--- src/rtl/mem_wb_stage_pkg.sv ---
// Shared definitions for the MEM/WB stage: writeback source encodings,
// register-zero index, halt FSM states, the pipeline entry layout and the
// writeback data selector.
package mem_wb_stage_pkg;

    // Writeback source select encodings (shared with decode)
    localparam logic [1:0] WB_SEL_ALU = 2'b00;
    localparam logic [1:0] WB_SEL_MEM = 2'b01;
    localparam logic [1:0] WB_SEL_PC  = 2'b10;

    // Hard-wired zero register
    localparam logic [3:0] REG_ZERO = 4'd0;

    // Halt FSM states
    localparam logic [0:0] ST_RUN    = 1'b0;
    localparam logic [0:0] ST_HALTED = 1'b1;

    // One MEM/WB pipeline entry
    typedef struct packed {
        logic        valid;
        logic        regwrite;
        logic        memwrite;
        logic        halt;
        logic [1:0]  wb_sel;
        logic [3:0]  dst_reg;
        logic [15:0] alu_val;
        logic [15:0] data_out;
        logic [15:0] pc_plus2;
    } wb_entry_t;

    // Writeback data source; the reserved encoding falls back to the ALU value
    function automatic logic [15:0] wb_mux(
        input logic [1:0]  sel,
        input logic [15:0] alu_val,
        input logic [15:0] data_out,
        input logic [15:0] pc_plus2
    );
        logic [15:0] res;
        case (sel)
            WB_SEL_ALU: res = alu_val;
            WB_SEL_MEM: res = data_out;
            WB_SEL_PC:  res = pc_plus2;
            default:    res = alu_val;
        endcase
        return res;
    endfunction

endpackage

--- src/rtl/mem_wb_stage_sat_counter.sv ---
// Saturating up-counter: advances by one on each enabled cycle and sticks
// at all-ones instead of wrapping.
module sat_counter #(
    parameter int W = 32
) (
    input  logic         clk,
    input  logic         rst_n,
    input  logic         en,
    output logic [W-1:0] q
);

    logic [W-1:0] q_q;
    logic [W-1:0] q_d;

    // Next count: increment when enabled and not yet saturated
    always_comb begin
        q_d = q_q;
        if (en && !(&q_q)) begin
            q_d = q_q + {{(W-1){1'b0}}, 1'b1};
        end else begin
            q_d = q_q;
        end
    end

    // Counter register
    always_ff @(posedge clk or negedge rst_n) begin
        if (!rst_n) begin
            q_q <= {W{1'b0}};
        end else begin
            q_q <= q_d;
        end
    end

    assign q = q_q;

endmodule

--- src/rtl/mem_wb_stage.sv ---
// MEM/WB pipeline register and writeback stage of the 16-bit pipelined CPU.
// Drives the regfile write port (also used for forwarding), owns the sticky
// halt state and keeps saturating cycle / retired-instruction counters.
module mem_wb_stage
    import mem_wb_stage_pkg::*;
#(
    parameter int CNT_W = 32
) (
    input  logic             clk,
    input  logic             rst_n,
    input  logic             stall,
    input  logic             flush,
    input  logic             mem_valid,
    input  logic             mem_regwrite,
    input  logic             mem_memwrite,
    input  logic             mem_halt,
    input  logic [1:0]       mem_wb_sel,
    input  logic [3:0]       mem_dst_reg,
    input  logic [15:0]      mem_alu_val,
    input  logic [15:0]      mem_data_out,
    input  logic [15:0]      mem_pc_plus2,
    output logic             wb_regwrite,
    output logic [3:0]       dst_reg,
    output logic [15:0]      dst_data,
    output logic             hlt,
    output logic [CNT_W-1:0] cycle_count,
    output logic [CNT_W-1:0] retire_count
);

    wb_entry_t  mem_entry;
    wb_entry_t  entry_q;
    wb_entry_t  entry_d;
    logic [0:0] state_q;
    logic [0:0] state_d;
    logic       counted_q;
    logic       counted_d;
    logic       capture;
    logic       counted_pre;
    logic       retire_en;
    logic       cycle_en;

    // Bundle the MEM-stage inputs into one entry
    always_comb begin
        mem_entry.valid    = mem_valid;
        mem_entry.regwrite = mem_regwrite;
        mem_entry.memwrite = mem_memwrite;
        mem_entry.halt     = mem_halt;
        mem_entry.wb_sel   = mem_wb_sel;
        mem_entry.dst_reg  = mem_dst_reg;
        mem_entry.alu_val  = mem_alu_val;
        mem_entry.data_out = mem_data_out;
        mem_entry.pc_plus2 = mem_pc_plus2;
    end

    // Capture policy and halt FSM: flush beats stall; once halted everything freezes
    always_comb begin
        entry_d = entry_q;
        state_d = state_q;
        capture = 1'b0;
        case (state_q)
            ST_RUN: begin
                if (flush) begin
                    entry_d = '0;
                    capture = 1'b1;
                    state_d = ST_RUN;
                end else if (!stall) begin
                    entry_d = mem_entry;
                    capture = 1'b1;
                    if (mem_valid && mem_halt) begin
                        state_d = ST_HALTED;
                    end else begin
                        state_d = ST_RUN;
                    end
                end else begin
                    entry_d = entry_q;
                    state_d = ST_RUN;
                end
            end
            ST_HALTED: begin
                entry_d = entry_q;
                state_d = ST_HALTED;
            end
            default: begin
                entry_d = entry_q;
                state_d = ST_HALTED;
            end
        endcase
    end

    // Retire accounting: count an entry once as it enters WB, so the count is
    // already visible while that entry is in WB; the counted flag stops a
    // stalled entry from being counted again and is cleared by every capture
    always_comb begin
        if (capture) begin
            counted_pre = 1'b0;
        end else begin
            counted_pre = counted_q;
        end
        retire_en = (state_q == ST_RUN) && !counted_pre && entry_d.valid
                    && (entry_d.regwrite || entry_d.memwrite || entry_d.halt);
        counted_d = counted_pre || retire_en;
        cycle_en  = (state_q == ST_RUN);
    end

    // MEM/WB register, counted flag and FSM state
    always_ff @(posedge clk or negedge rst_n) begin
        if (!rst_n) begin
            entry_q   <= '0;
            counted_q <= 1'b0;
            state_q   <= ST_RUN;
        end else begin
            entry_q   <= entry_d;
            counted_q <= counted_d;
            state_q   <= state_d;
        end
    end

    sat_counter #(.W(CNT_W)) u_cycle_cnt (
        .clk   (clk),
        .rst_n (rst_n),
        .en    (cycle_en),
        .q     (cycle_count)
    );

    sat_counter #(.W(CNT_W)) u_retire_cnt (
        .clk   (clk),
        .rst_n (rst_n),
        .en    (retire_en),
        .q     (retire_count)
    );

    // Writeback port decode: $0 writes and anything after halt are suppressed
    always_comb begin
        wb_regwrite = entry_q.valid && entry_q.regwrite
                      && (entry_q.dst_reg != REG_ZERO) && (state_q == ST_RUN);
        dst_reg     = entry_q.dst_reg;
        dst_data    = wb_mux(entry_q.wb_sel, entry_q.alu_val,
                             entry_q.data_out, entry_q.pc_plus2);
        hlt         = (state_q == ST_HALTED);
    end

endmodule

--- config.mk ---
export PLATFORM = sky130hd
export DESIGN_NAME = mem_wb_stage
export DESIGN_NICKNAME = d
export VERILOG_FILES = /design/src/rtl/mem_wb_stage_pkg.sv /design/src/rtl/mem_wb_stage_sat_counter.sv /design/src/rtl/mem_wb_stage.sv
export SDC_FILE = /design/constraint.sdc
export NUM_CORES = 1
export LEC_CHECK = 0
export CAP_MARGIN = 20
export CORE_ASPECT_RATIO = 0.5
export CORE_MARGIN = 1
export CORE_UTILIZATION = 44
export DETAILED_ROUTE_END_ITERATION = 16
export GPL_TIMING_DRIVEN = 1
export PLACE_DENSITY = 0.77
export SLEW_MARGIN = 20
export SYNTH_ARGS = -nofsm -noshare
export SYNTH_HDL_FRONTEND = slang
export SYNTH_SLANG_ARGS = --single-unit
--- constraint.sdc ---
create_clock -name clk -period 2 [get_ports clk]
set_input_delay 0.4 -clock clk [delete_from_list [all_inputs] [get_ports clk]]
set_output_delay 0.4 -clock clk [all_outputs]
set_load 0.005 [all_outputs]
==> summary.txt <==
Timing
  • Highest clock rate: around 0.47 GHz
  • Final hold violation count: 0
  • Clock Skew: 7.99 ps
  • Relative slew slack: 0.609
  • Final worst setup slack: -121 ps
  • Worst Max-Slew Pin Slew: approximately 590 ps
  • Final period utilization: 1.06
  • RSZ-0062 raised after global routing: yes
  • Setup TNS: -1750 ps
  • Hold_ws: 432 ps
  • Slew Limit Fails: 0
  • Final setup vio count: 29
  • Min cycle time layout: ~2100 ps

Power
  • Switch Pwr: between 0.002 and 0.003 W
  • Int Pwr: around 0.0063 W
  • Switch share: 0.289
  • LEAKAGE: approximately 4 nW
  • Max IR drop VDD: 0.718 mV
  • Clock Power Share: 0.356
  • Seq pwr share: 0.373
  • Combinational fraction of design power: 0.271
  • Pwr/cell area: 1010 mW/mm^2

Critical path
  • Startpoint Class: flop
  • CP Cell Sequence: buf_6, and2_4, a221o_1, o41ai_4, buf_6, buf_4, nor2_4, buf_12, mux2_4
  • Critical Path AT: 2410 ps
  • Peak per-stage delay on the critical path: 450 ps
  • Req. time, crit path: 2290 ps
  • Worst-path cell with the longest stage delay: dfrtp_2
  • Crit Path Max Fanout: 8
  • CP delay by family, top: buffers and inverters
  • Buf/Inv on CP: 4
  • Most used cell, CP: buf_6
  • Type of the worst setup path: reg -> reg
  • Nature of the critical path endpoint: flop

Detailed routing
  • Drt first pass iters: 5
  • Total number of vias: between 4000 and 5000
  • M1 WL: between 6000 and 7000 um
  • Uppermost layer routed: met4
  • Met2 Wirelength: between 8000 and 9000 um
  • Final WL: approximately 16000 um
  • DRC Markers: 0
  • DR WL/cell: 17.8 um
  • 1st-iter DRT viols: about 240
  • Routed Antenna Nets: 0
  • Met3 wire len: 762 um
  • Via/cell ratio: about 5.4

Global routing
  • Total GRT Usage: 0.243
  • Remaining global-route overflow: 0
  • Vias in the first global route: 4811
  • Initial antenna violation count: 0
  • First-pass GRT wire length: about 25000 um
  • Largest net degree at the start of global routing: 55

Logic synthesis
  • Synth Area in Compound Gates: 0.141
  • Synthesized Nets: 561
  • Synth top area share: 0.560
  • Post-synthesis adder-cell area fraction: 0.00903
  • Post-synth EDFFs: 0
  • Fraction of synthesized area in multiplexers: 0.00406
  • Synth area leaders: dfrtp_1 56%, a22o_1 8.5%, xnor2_1 6.8%
  • Yosys top cell by area: dfrtp_1
  • Post-Syn Instances: ~500
  • #FFs+latches synth: between 100 and 150
  • Synth Area in XOR/XNOR: 0.0948
  • Syn Area/Cell: 11.2 um^2
  • YS warnings: 0
  • Distinct cells, synth: 42
  • Largest family of logic cells by synthesized area: simple AND/OR/NAND/NOR gates
  • Register area share after synthesis: 0.560
  • Post-Synth Simple-Gate Area: 0.165
  • Netlist Area Pre-Place: 0.00555 mm^2
  • Post-synth top flop: dfrtp_1
  • Ys async rst share: 1.00

Cells and area
  • Area grow syn2layout: 60.0%
  • Max reg flops: 54
  • Final Cell Area: approximately 0.0089 mm^2
  • Filler cells: 819
  • Antenna diodes: 0
  • Layout Nets: between 700 and 800
  • Fraction of layout cells with a size suffix above 1: 0.302
  • Top reg by flops: entry_q

Place
  • RD Place Congestion: roughly 0.84
  • Port Buffers: between 100 and 150
  • Pre-CTS WS: -752 ps
  • Placed wire-length estimate: 10200 um
  • Area after DPL: slightly below 0.008 mm^2

Outcome
  • Status: finished with violations
  • Failing checks: negative setup slack

Floorplan
  • Die ar.: roughly 0.013 mm^2
  • Core area: 0.0121 mm^2
  • Top-level I/O count: approximately 150
  • Site Rows: 28
  • DIE HEIGHT: 81.4 um
  • Initial Utilization: 0.460
  • Die Width: ~160 um

Clocking
  • CTS sink cnt: ~120
  • CTS Buffer Depth: 2
  • Clock Pin Slew Worst Setup and Hold Paths: 60 ps
  • CTS Buf Count: 17
  • H-tree levels: 4
  • CTS Root Cell: clkbuf_16
  • Skew-Pair Late Insertion Delay: a little over 400 ps
  • CTS tree: built

Worst hold path
  • Worst hold path class: in -> async

Job
  • Max-cap viol count: 0
path summary, 6_finish.rpt:
kind                            cells after the start  slack [ps]           endpoint      start
worst max register to register                      9        -120  u_retire_cnt.q[1]        hlt
worst min register to register                      2         480          counted_q  counted_q
worst min-delay path                                2         430  u_cycle_cnt.q[18]      rst_n
min in group clk                                    2         480          counted_q  counted_q
max in group asynchronous                           3         990  u_retire_cnt.q[6]      rst_n
worst max-delay path                                9        -120  u_retire_cnt.q[1]        hlt
power groups by stage:
stage / clock network, W / registers, W / logic, W
after floorplan: 0 / 0.00326 / 0.000829
after global placement: 0 / 0.00326 / 0.00182
after detailed placement: 0 / 0.00328 / 0.00187
after CTS: 0.00322 / 0.00326 / 0.00206
after global routing: 0.00335 / 0.00338 / 0.00261
final: 0.00317 / 0.00333 / 0.00242
synth_stat cells (2+ instances only):
cell / n
and4_1: 3
buf_4: 4
and3_1: 11
nand3b_1: 2
dfrtp_1: 124
nor2_1: 23
buf_1: 2
a21oi_1: 2
nand2_1: 47
o21ai_0: 18
a221o_1: 2
xnor2_1: 43
clkbuf_1: 19
nor2b_1: 2
a22oi_1: 17
nor4_1: 6
nor3_1: 9
inv_1: 6
a22o_1: 54
xor2_1: 17
nand4_1: 24
nor4bb_1: 2
and2_1: 4
nand3_1: 30
or2_2: 4
ha_1: 4
layer usage:
metal  track usage  up-vias
met3        0.0603       15
met1         0.317     2467
met2         0.411      136
li1              -     2271
met5             0        -
met4        0.0623        0
layout by cell type (no fill, tap or decap), types with 3 or more instances in the layout:
cell type / synthesis / routed
clkdlybuf4s50_1: 0 / 126
dfrtp_1: 124 / 122
buf_4: 4 / 69
a22o_1: 54 / 54
xnor2_1: 43 / 41
nand2_1: 47 / 30
nand4_1: 24 / 24
nand3_1: 30 / 22
nor2_1: 23 / 20
clkbuf_16: 0 / 18
xor2_1: 17 / 17
buf_2: 0 / 16
a22oi_2: 0 / 13
nand2_2: 0 / 12
buf_6: 1 / 12
and3_1: 11 / 10
nor3_1: 9 / 9
o21ai_2: 0 / 8
o21ai_1: 0 / 8
nand3_2: 0 / 8
buf_12: 0 / 6
nand2_4: 0 / 5
a22oi_1: 17 / 4
inv_1: 6 / 4
clkinv_4: 0 / 4
inv_6: 0 / 4
or2_2: 4 / 3
nor2_2: 1 / 3
nor4_1: 6 / 3
ha_4: 0 / 3
clkinvlp_4: 0 / 3
bufinv_16: 0 / 3
dlygate4sd2_1: 0 / 3
buf_8: 0 / 3
per-stage QoR:
stage	cells	total power [W]	util
2_1_floorplan	495	0.00408	-
3_3_place_gp	849	0.00508	0.638
3_5_place_dp	849	0.00514	0.638
4_1_cts	897	0.00853	0.709
5_1_grt	906	0.00934	0.736
6_report	906	0.00892	0.736
area by class of cell:
type                            count  area (um^2)  share of cell area
Sequential cell                   124         3110               0.350
Multi-Input combinational cell    339         2660               0.299
Timing Repair Buffer              240         2270               0.255
Clock buffer                       17          425              0.0480
Tap cell                          165          206              0.0233
Clock inverter                     15          188              0.0212
Inverter                            6         22.5             0.00254
cells by family (layout without fill, tap and decap cells):
family | after synthesis | after routing
and+or+nand+nor | 175 | 175
AOI/OAI and AO/OA | 98 | 98
buffers and inverters | 32 | 278
muxes | 2 | 2
adders and majority gates | 4 | 4
xor gates and xnor gates | 60 | 60
DFF | 124 | 124
timing repair:
action                     4_1_cts  5_1_grt
hold endpoints to repair        17        0
gates cloned                     1        2
setup endpoints to repair       50       48
buffers inserted                17        7
pin swaps                       11       28
gates resized for setup        105       70
hold buffers                     1        0
Note: power is estimated with default switching activity, not from simulation.
